`src/rtl/enigma_pkg.sv`:
```
// Shared Enigma constants: letter type, rotor/reflector wiring, notches and
// the mod-26 helpers used by the rotor stages and the stepping logic.
package enigma_pkg;

  localparam int NUM_LETTERS = 26;
  localparam int NUM_ROTORS  = 5;

  typedef logic [4:0] letter_t;
  typedef logic [2:0] rotor_sel_t;
  typedef letter_t [NUM_LETTERS-1:0] wiring_t;
  typedef wiring_t [NUM_ROTORS-1:0] rotor_bank_t;

  typedef struct packed {
    rotor_sel_t sel_l;
    rotor_sel_t sel_m;
    rotor_sel_t sel_r;
    letter_t    pos_l;
    letter_t    pos_m;
    letter_t    pos_r;
  } settings_t;

  localparam settings_t DEFAULT_SETTINGS = '{
    sel_l: 3'd0, sel_m: 3'd1, sel_r: 3'd2,
    pos_l: 5'd0, pos_m: 5'd0, pos_r: 5'd0
  };

  // Wiring strings are written the traditional way, leftmost char maps A.
  function automatic wiring_t str_to_wiring(input logic [8*NUM_LETTERS-1:0] s);
    wiring_t    w;
    logic [7:0] ch;
    logic [7:0] idx;
    for (int i = 0; i < NUM_LETTERS; i++) begin
      ch   = s[8*(NUM_LETTERS-1-i) +: 8];
      idx  = ch - 8'd65;
      w[i] = idx[4:0];
    end
    return w;
  endfunction

  function automatic wiring_t invert_wiring(input wiring_t w);
    wiring_t r;
    r = '0;
    for (int i = 0; i < NUM_LETTERS; i++) begin
      r[w[i]] = letter_t'(i);
    end
    return r;
  endfunction

  localparam rotor_bank_t ROTOR_FWD = {
    str_to_wiring("VZBRGITYUPSDNHLXAWMJQOFECK"),
    str_to_wiring("ESOVPZJAYQUIRHXLNFTGKDCMWB"),
    str_to_wiring("BDFHJLCPRTXVZNYEIWGAKMUSQO"),
    str_to_wiring("AJDKSIRUXBLHWTMCQGZNPYFVOE"),
    str_to_wiring("EKMFLGDQVZNTOWYHXUSPAIBRCJ")
  };

  localparam rotor_bank_t ROTOR_INV = {
    invert_wiring(ROTOR_FWD[4]),
    invert_wiring(ROTOR_FWD[3]),
    invert_wiring(ROTOR_FWD[2]),
    invert_wiring(ROTOR_FWD[1]),
    invert_wiring(ROTOR_FWD[0])
  };

  localparam wiring_t REFLECTOR_B = str_to_wiring("YRUHQSLDPXNGOKMIEBFZCWVJAT");

  // Index 0 is rotor I (notch Q) through index 4, rotor V (notch Z).
  localparam letter_t [NUM_ROTORS-1:0] NOTCH = {5'd25, 5'd9, 5'd21, 5'd4, 5'd16};

  function automatic letter_t add26(input letter_t a, input letter_t b);
    logic [5:0] s;
    s = {1'b0, a} + {1'b0, b};
    if (s >= 6'(NUM_LETTERS)) s = s - 6'(NUM_LETTERS);
    return s[4:0];
  endfunction

  function automatic letter_t sub26(input letter_t a, input letter_t b);
    logic [5:0] s;
    s = {1'b0, a} + 6'(NUM_LETTERS) - {1'b0, b};
    if (s >= 6'(NUM_LETTERS)) s = s - 6'(NUM_LETTERS);
    return s[4:0];
  endfunction

endpackage

```
`src/rtl/rotor_stage.sv`:
```
// One pass through a single rotor, forward or inverse, at a given position.
module rotor_stage
  import enigma_pkg::*;
(
  input  rotor_sel_t rotor,
  input  letter_t    pos,
  input  logic       inverse,
  input  letter_t    letter,
  output letter_t    mapped
);

  rotor_sel_t rsel;
  letter_t    idx;
  letter_t    wired;

  // Out-of-range selects cannot be loaded; clamp so the lookup stays defined.
  always_comb begin
    rsel   = (rotor > 3'd4) ? 3'd0 : rotor;
    idx    = add26(letter, pos);
    wired  = inverse ? ROTOR_INV[rsel][idx] : ROTOR_FWD[rsel][idx];
    mapped = sub26(wired, pos);
  end

endmodule

```
`src/rtl/enigma_encoder.sv`:
```
// Streaming three-rotor Enigma encoder: steps rotors on each accepted letter
// and enciphers it through a three-stage pipeline (fixed 2-cycle latency).
module enigma_encoder
  import enigma_pkg::*;
(
  input  logic        clk_in,
  input  logic        rst_in,
  input  logic        load_in,
  input  logic [8:0]  rotor_select_in,
  input  logic [14:0] rotor_initial_in,
  output logic        cfg_error_out,
  input  logic        data_valid_in,
  input  logic [4:0]  data_in,
  output logic        data_ready_out,
  output logic        data_valid_out,
  output logic [4:0]  data_out,
  output logic [14:0] pos_out
);

  settings_t cfg;
  settings_t stepped;
  settings_t load_cfg;
  logic      load_bad;
  logic      letter_ok;

  settings_t s1_set;
  letter_t   s1_letter;
  logic      s1_valid;
  settings_t s2_set;
  letter_t   s2_letter;
  logic      s2_valid;

  letter_t   fwd_r, fwd_m, fwd_l, reflected;
  letter_t   inv_l, inv_m, inv_r;

  assign data_ready_out = ~load_in;
  assign letter_ok      = data_valid_in & ~load_in & (data_in < 5'(NUM_LETTERS));
  assign pos_out        = {cfg.pos_l, cfg.pos_m, cfg.pos_r};

  always_comb begin
    load_cfg.sel_l = rotor_select_in[8:6];
    load_cfg.sel_m = rotor_select_in[5:3];
    load_cfg.sel_r = rotor_select_in[2:0];
    load_cfg.pos_l = rotor_initial_in[14:10];
    load_cfg.pos_m = rotor_initial_in[9:5];
    load_cfg.pos_r = rotor_initial_in[4:0];
    load_bad = (load_cfg.sel_l > 3'd4) || (load_cfg.sel_m > 3'd4) || (load_cfg.sel_r > 3'd4) ||
               (load_cfg.sel_l == load_cfg.sel_m) || (load_cfg.sel_l == load_cfg.sel_r) ||
               (load_cfg.sel_m == load_cfg.sel_r) ||
               (load_cfg.pos_l > 5'd25) || (load_cfg.pos_m > 5'd25) || (load_cfg.pos_r > 5'd25);
  end

  // Notch tests use the pre-step positions; the middle rotor's own notch gives the double step.
  always_comb begin
    stepped       = cfg;
    stepped.pos_r = add26(cfg.pos_r, 5'd1);
    if ((cfg.pos_r == NOTCH[cfg.sel_r]) || (cfg.pos_m == NOTCH[cfg.sel_m]))
      stepped.pos_m = add26(cfg.pos_m, 5'd1);
    if (cfg.pos_m == NOTCH[cfg.sel_m])
      stepped.pos_l = add26(cfg.pos_l, 5'd1);
  end

  always_ff @(posedge clk_in or negedge rst_in) begin
    if (!rst_in) begin
      cfg           <= DEFAULT_SETTINGS;
      cfg_error_out <= 1'b0;
    end else if (load_in) begin
      cfg_error_out <= load_bad;
      if (!load_bad) cfg <= load_cfg;
    end else if (letter_ok) begin
      cfg <= stepped;
    end
  end

  rotor_stage u_fwd_r (.rotor(s1_set.sel_r), .pos(s1_set.pos_r), .inverse(1'b0), .letter(s1_letter), .mapped(fwd_r));
  rotor_stage u_fwd_m (.rotor(s1_set.sel_m), .pos(s1_set.pos_m), .inverse(1'b0), .letter(fwd_r),     .mapped(fwd_m));
  rotor_stage u_fwd_l (.rotor(s1_set.sel_l), .pos(s1_set.pos_l), .inverse(1'b0), .letter(fwd_m),     .mapped(fwd_l));

  assign reflected = REFLECTOR_B[fwd_l];

  rotor_stage u_inv_l (.rotor(s2_set.sel_l), .pos(s2_set.pos_l), .inverse(1'b1), .letter(s2_letter), .mapped(inv_l));
  rotor_stage u_inv_m (.rotor(s2_set.sel_m), .pos(s2_set.pos_m), .inverse(1'b1), .letter(inv_l),     .mapped(inv_m));
  rotor_stage u_inv_r (.rotor(s2_set.sel_r), .pos(s2_set.pos_r), .inverse(1'b1), .letter(inv_m),     .mapped(inv_r));

  // Each stage carries its own copy of the settings so a load never disturbs letters in flight.
  always_ff @(posedge clk_in or negedge rst_in) begin
    if (!rst_in) begin
      s1_valid       <= 1'b0;
      s1_set         <= DEFAULT_SETTINGS;
      s1_letter      <= '0;
      s2_valid       <= 1'b0;
      s2_set         <= DEFAULT_SETTINGS;
      s2_letter      <= '0;
      data_valid_out <= 1'b0;
      data_out       <= '0;
    end else begin
      s1_valid       <= letter_ok;
      s2_valid       <= s1_valid;
      data_valid_out <= s2_valid;
      if (letter_ok) begin
        s1_set    <= stepped;
        s1_letter <= data_in;
      end
      if (s1_valid) begin
        s2_set    <= s1_set;
        s2_letter <= reflected;
      end
      if (s2_valid) data_out <= inv_r;
    end
  end

endmodule

```
`config.mk`:
```
export PLATFORM = sky130hd
export DESIGN_NAME = enigma_encoder
export DESIGN_NICKNAME = d
export VERILOG_FILES = /design/src/rtl/enigma_pkg.sv /design/src/rtl/rotor_stage.sv /design/src/rtl/enigma_encoder.sv
export SDC_FILE = /design/constraint.sdc
export NUM_CORES = 1
export LEC_CHECK = 0
export ABC_AREA = 1
export CORE_ASPECT_RATIO = 1.25
export CORE_MARGIN = 3
export CORE_UTILIZATION = 70
export DETAILED_ROUTE_END_ITERATION = 6
export PLACE_DENSITY = 0.9
export RECOVER_POWER = 100
export SETUP_SLACK_MARGIN = 0.5
export SYNTH_ARGS = -nofsm -noshare
export SYNTH_HDL_FRONTEND = slang
export SYNTH_SLANG_ARGS = --single-unit
```
`constraint.sdc`:
```
create_clock -name clk_in -period 27.4 [get_ports clk_in]
set_clock_uncertainty 0.1 [all_clocks]
set_input_delay 6.85 -clock clk_in [delete_from_list [all_inputs] [get_ports clk_in]]
set_output_delay 6.85 -clock clk_in [all_outputs]
set_load 0.005 [all_outputs]
```
# Word-level counts from Yosys, hierarchy flattened
# Memory sizes are Yosys's and may differ from the RTL's. A register that Yosys moved wholly into a read port is not among the register bits.
# Index checks and enable logic that the tools add are counted.
# Widths: inputs -> output; s select.
# word_totals
mem_count,9
romBits,6480
output_inout_bits,23
reg_bits,86
# classes
n_addsub,36
eq_ne,6
muxes,46
n_bitwise,4
n_reduce_logical,13
n_lt_le_gt_ge,42
# mem_list
name,words,width,rd,rd_ports_with_merged_regs,wr,line,text
(name not given),8,130,1,0,0,rotor_stage.sv:20,wired = inverse ? ROTOR_INV[rsel][idx] : ROTOR_FWD[rsel][idx];
(name not given),8,130,1,0,0,rotor_stage.sv:20,
(name not given),8,130,1,0,0,rotor_stage.sv:20,
(name not given),8,130,1,0,0,rotor_stage.sv:20,
(name not given),8,130,1,0,0,rotor_stage.sv:20,
(name not given),8,130,1,0,0,rotor_stage.sv:20,
+3 memories,--,--,--,--,--,--,
# ops
cell,n
$mux 130,6
$bmux 5 s5,6
$mux 5,25
$ge 6x5->1 const B,15
$sub 5x5->5 const B,15
$mux 24,2
$add 5x5->6,6
$add 5x5->6 const B,6
$lt 5x6->1 const B,6
$sub 6x5->6,6
$lt 3x4->1 const B,8
$gt 3x3->1 const B,9
$add 5x1->6 const B,3
$mux 3,6
$gt 5x5->1 const B,3
$mux 15,1
$eq 5x5->1,2
$eq 3x3->1,3
$logic_or 1x1->1,9
$lt 5x5->1 const B,1
$reduce_and 2->1,2
$and 1x1->1,2
$ne 2x2->1 const B,1
$not 1->1,2
other kinds (2),2

# Longest topological paths before layout
# logic_depth
ltp_word,28
mapped_depth,98
ltp_nobuf,95

# By module
# From an unflattened synthesis, not the netlist that was laid out.
# unflattened
hier_cells,4372
area_unflattened_um2,23063.4
# by_module_without_submodules
module,area_each_um2,cells_per_inst,instances,seq_area_each_um2
enigma_encoder,5014.8,655,1,2284.7
rotor_stage at u_inv_m,3046.7,628,1,0.0
rotor_stage at u_inv_l,3011.6,613,1,0.0
rotor_stage at u_fwd_l,3009.1,627,1,0.0
rotor_stage at u_fwd_r,2997.9,613,1,0.0
rotor_stage at u_fwd_m,2994.1,616,1,0.0
rotor_stage at u_inv_r,2989.1,620,1,0.0

# Worst setup path after synthesis
# OpenSTA, ideal clock, no wires.
# synth_timing
path_type,input-to-output
startpoint,input port load_in
endpoint,output port data_ready_out
path_slack_ns,13.063
path_stages,3
required_time_ns,20.450
t_arrival_ns,7.387
cell_sequence,buf_2 > clkinv_1 > clkbuf_1
# synth_between
elab_chain_cells,1
# synth_rtl
item,line,text
from (decl),enigma_encoder.sv:8,"input logic load_in,"
$not 1->1,enigma_encoder.sv:36,assign data_ready_out = ~load_in;
to (decl),enigma_encoder.sv:14,"output logic data_ready_out,"
# No other way between the ends.

# Worst setup path after layout
# layout_timing
startpoint,register s1_set[0] (netlist bit)
endpoint,register s2_letter[2]
# layout_between
elab_chain_cells,27
elab_cells_between_ends,33
classes_between,15 x add/sub; 6 x order compare; 12 x mux
# layout_rtl
item,line,text
from (decl),enigma_encoder.sv:26,settings_t s1_set;
from (signal assigned),enigma_encoder.sv:101,s1_set <= stepped;
$add 5x5->6,enigma_pkg.sv:72,"s = {1'b0, a} + {1'b0, b};"
$sub 5x5->5 or $ge 6x5->1 (tied branches),enigma_pkg.sv:73,if (s >= 6'(NUM_LETTERS)) s = s - 6'(NUM_LETTERS);
$mux 5,enigma_pkg.sv:73,
$bmux 5 s5,rotor_stage.sv:20,
$mux 5 (implied by the code),rotor_stage.sv:20,
$add 5x5->6,enigma_pkg.sv:79,"s = {1'b0, a} + 6'(NUM_LETTERS) - {1'b0, b};"
$sub 6x5->6 *,enigma_pkg.sv:79,
$sub 5x5->5 or $ge 6x5->1 (tied branches),enigma_pkg.sv:80,if (s >= 6'(NUM_LETTERS)) s = s - 6'(NUM_LETTERS);
[11 not listed],--,
$sub 5x5->5 or $ge 6x5->1 (tied branches),enigma_pkg.sv:73,
$mux 5 *,enigma_pkg.sv:73,
$bmux 5 s5 *,rotor_stage.sv:20,
$mux 5 (implied by the code) *,rotor_stage.sv:20,
$add 5x5->6 *,enigma_pkg.sv:79,
$sub 6x5->6 *,enigma_pkg.sv:79,
$sub 5x5->5 or $ge 6x5->1 (tied branches),enigma_pkg.sv:80,
$mux 5 *,enigma_pkg.sv:80,
to (decl),enigma_encoder.sv:30,letter_t s2_letter;
# Mark *: on every way between the ends. The rest lies on a longest branch, timed or not. The select of a mux whose other input is x is not followed.
# A chain may end at the register's enable or synchronous reset.

==> results.md <==
- Worst EP required: about 28 ns
- Hold-fix buffers at CTS: 0
- Num CTS Buffers: 9
- Clock tree buffer depth: 2
- Clk Latency, worst-skew pair: around 0.37 ns
- # Post-CTS Setup Buffers: 0
- Synth Area per Inst: around 6 um^2
- Outcome: finished, violations left
- Post-route minimum period: approximately 16 ns
- GR Overflow Total: 0
- Fin nets: roughly 2900
- Arrival @ worst endpoint: roughly 16 ns
- Clk slew on worst S/H paths: approximately 0.08 ns
- Post-synthesis sequential area ratio: 0.141
- Crit-path leading delay family: simple AND/OR/NAND/NOR gates
- Area contributors post-synth: nand2_1 (21%), dfrtp_1 (13%), ha_1 (12%), nand3_1 (11%), inv_1 (8.1%)
- Hpwl dp: about 35 mm
- Clk sinks: 91
- DR iter-0 viols: about 1600
- Max FO, Critical Path: 30
- Die height: 176 um
- Port buffer count: 55
- Period utilization: 0.588
- Final wirelength: ~48 mm
- Synth cell types: 52
- Most used cell, CP: nand2_1
- Setup-failing EPs final: 0
- Most frequent cells after synthesis: nand2_1 (887), nand3_1 (367), inv_1 (347)
- Crit path max-delay cell type: ha_1
- Drt first pass iters: 7
- Synth Flop Type: dfrtp_1
- WS Path Type: flop to flop
- Initial antenna violation count: 0
- Routability congestion estimate: roughly 1.0
- Via/cell ratio: around 6.1
- DR WL met3: 4.58 mm
- Placed Cells: roughly 3000
- Synth async-reset ratio: 1.00
- CTS tree: done
- Number of I/O pins: between 50 and 60
- Top-area cell type share of the netlist area: 0.206
- # resized after CTS: 0
- Yosys top cell by area: nand2_1
- Share of cells above drive strength 1: 0.0441
- Die Wd: 142 um
- Vias in the first global route: around 17000
- Rows: 61
- Total GRT Usage: 0.377
- Vias: 18400
- Remaining DRCs: 0
- Routed wl met2: between 20 and 25 mm
- Violated checks: max-capacitance violations, max-slew violations
- Syn nets: 2953
- Syn Inst Count: 2748
- Top-count cell post-synth: nand2_1
- RSZ-0062 raised after global routing: false
- Fin Setup TNS: 0 ns
- Post-route insts no fill: ~3000
- Max_cap viols: 4
- M1 WL: approximately 19 mm
- Area growth syn-to-layout: 2.99%
- YS warnings: 0
- Max Fclk: approximately 62 MHz
- WL/cell: about 16 um
- Setup crit end kind: flop
- Htree depth: 3
- First-pass GRT wire length: around 80 mm
- Antenna Nets Post-Route: 0
- Number of synthesized flops with an enable pin: 0
- Starting Density: 0.718
- Pin count of the biggest net entering global routing: 61
- CTS root buffer: clkbuf_16
- Top layer used by detailed routing: met4
- Worst relative slew slack: -1.14
- Core area: approximately 0.023 mm^2
- Worst-Margin Slew: roughly 3.2 ns
- Slowest stage delay, CP: 0.70 ns
- Die area: ~0.025 mm^2
- Final hold violations: 0
- HP Class: flop to flop
- Netlist Area Pre-Place: ~0.016 mm^2
- Flops & latches, synth: 91
- Fin. max-slew vios: between 150 and 200
- CP Buf/Inv Count: 11
- Diode count: 0
- Hold Slack: 0.386 ns
- CP startpoint kind: flop
final timing paths:
kind,start,end,slack [ns],cells past startpoint
max,s1_set[0],s2_letter[2],11.28,80
min,data_out[2],data_out[2],0.39,1
max reg2reg,s1_set[0],s2_letter[2],11.28,80
min reg2reg,data_out[2],data_out[2],0.39,1
max in group asynchronous,rst_in,data_out[2],16.60,2
min in group asynchronous,rst_in,pos_out[13],6.83,1
registers in the layout, summed over array words and instances (netlist names):
name,flops
cfg,9
cfg_error_out,1
data_out,5
data_valid_out,1
pos_out,15
s1_letter,5
s1_set,24
s1_valid,1
s2_letter,5
s2_set,24
s2_valid,1
kinds of logic after synthesis:
group           count (synthesis)  share of synthesized area
compound gates                383                      0.131
xor+xnor                       65                     0.0380
fa+ha+maj                     172                      0.139
buf+inv                       474                      0.132
flops                          91                      0.141
simple gates                 1563                      0.419
layout by cell type, fill, tap and decap left out, types with 3 or more instances in the layout:
| cell | synthesis | final |
|---|---|---|
| fa_1 | 12 | 12 |
| nand3_4 | 3 | 3 |
| a21oi_2 | 5 | 5 |
| xor2_2 | 6 | 6 |
| nand2_1 | 887 | 894 |
| dlygate4sd3_1 | 0 | 24 |
| clkinv_8 | 0 | 3 |
| nor2_1 | 191 | 192 |
| dfstp_2 | 6 | 6 |
| dfrtp_1 | 85 | 85 |
| clkbuf_1 | 30 | 4 |
| o21ai_0 | 205 | 206 |
| nand3_2 | 8 | 7 |
| o211ai_1 | 29 | 29 |
| clkdlybuf4s50_1 | 0 | 30 |
| o21ai_1 | 18 | 18 |
| nand2_4 | 9 | 7 |
| nor3_1 | 14 | 14 |
| inv_2 | 13 | 11 |
| or2_2 | 6 | 6 |
| nand4_1 | 11 | 11 |
| o22ai_1 | 6 | 6 |
| buf_4 | 33 | 4 |
| xor2_1 | 44 | 44 |
| nand2_2 | 39 | 34 |
| nand3b_1 | 20 | 20 |
| clkinv_1 | 6 | 6 |
| a21oi_1 | 91 | 91 |
| a31oi_1 | 12 | 12 |
| clkbuf_16 | 0 | 9 |
| nand3_1 | 367 | 368 |
| o21bai_1 | 4 | 4 |
| inv_1 | 347 | 349 |
| ha_1 | 160 | 160 |
| xnor2_1 | 15 | 15 |
stage by stage:
stage	setup WS, ns	utilization	instance area (um^2)
finish	11.28	0.740	16700
global route	10.01	0.740	16700
CTS	11.75	0.743	16700
detailed placement	11.75	0.728	16400
global placement	11.83	0.728	16400
floorplan	13.06	-	16200
worst reg2reg max path, delay by kind of cell (launching register included):
family / cells / cell delay (ns)
AO/OA/AOI/OAI: 6 / 1.27
XOR/XNOR: 6 / 1.68
adder cells (fa/ha/maj): 12 / 4.46
flip-flops: 1 / 0.44
buffers and inverters: 11 / 1.68
AND/OR/NAND/NOR: 45 / 6.38
metal layers:
| metal | global-route usage | vias to the layer above |
|---|---|---|
| li1 | - | 8764 |
| met1 | 0.476 | 8329 |
| met2 | 0.644 | 1123 |
| met3 | 0.0553 | 182 |
| met4 | 0.149 | 0 |
| met5 | 0 | - |
area by class of cell:
cell class | instances | area [um^2]
Clock inverter | 7 | 110
Tap cell | 283 | 354
Timing Repair Buffer | 62 | 586
Sequential cell | 91 | 2280
Inverter | 368 | 1390
Clock buffer | 9 | 225
Multi-Input combinational cell | 2183 | 11700
Fill cell | 1922 | 5860
Power is not shown: default switching activity piles up to over one toggle a cycle in this logic, so the estimate is an artifact.
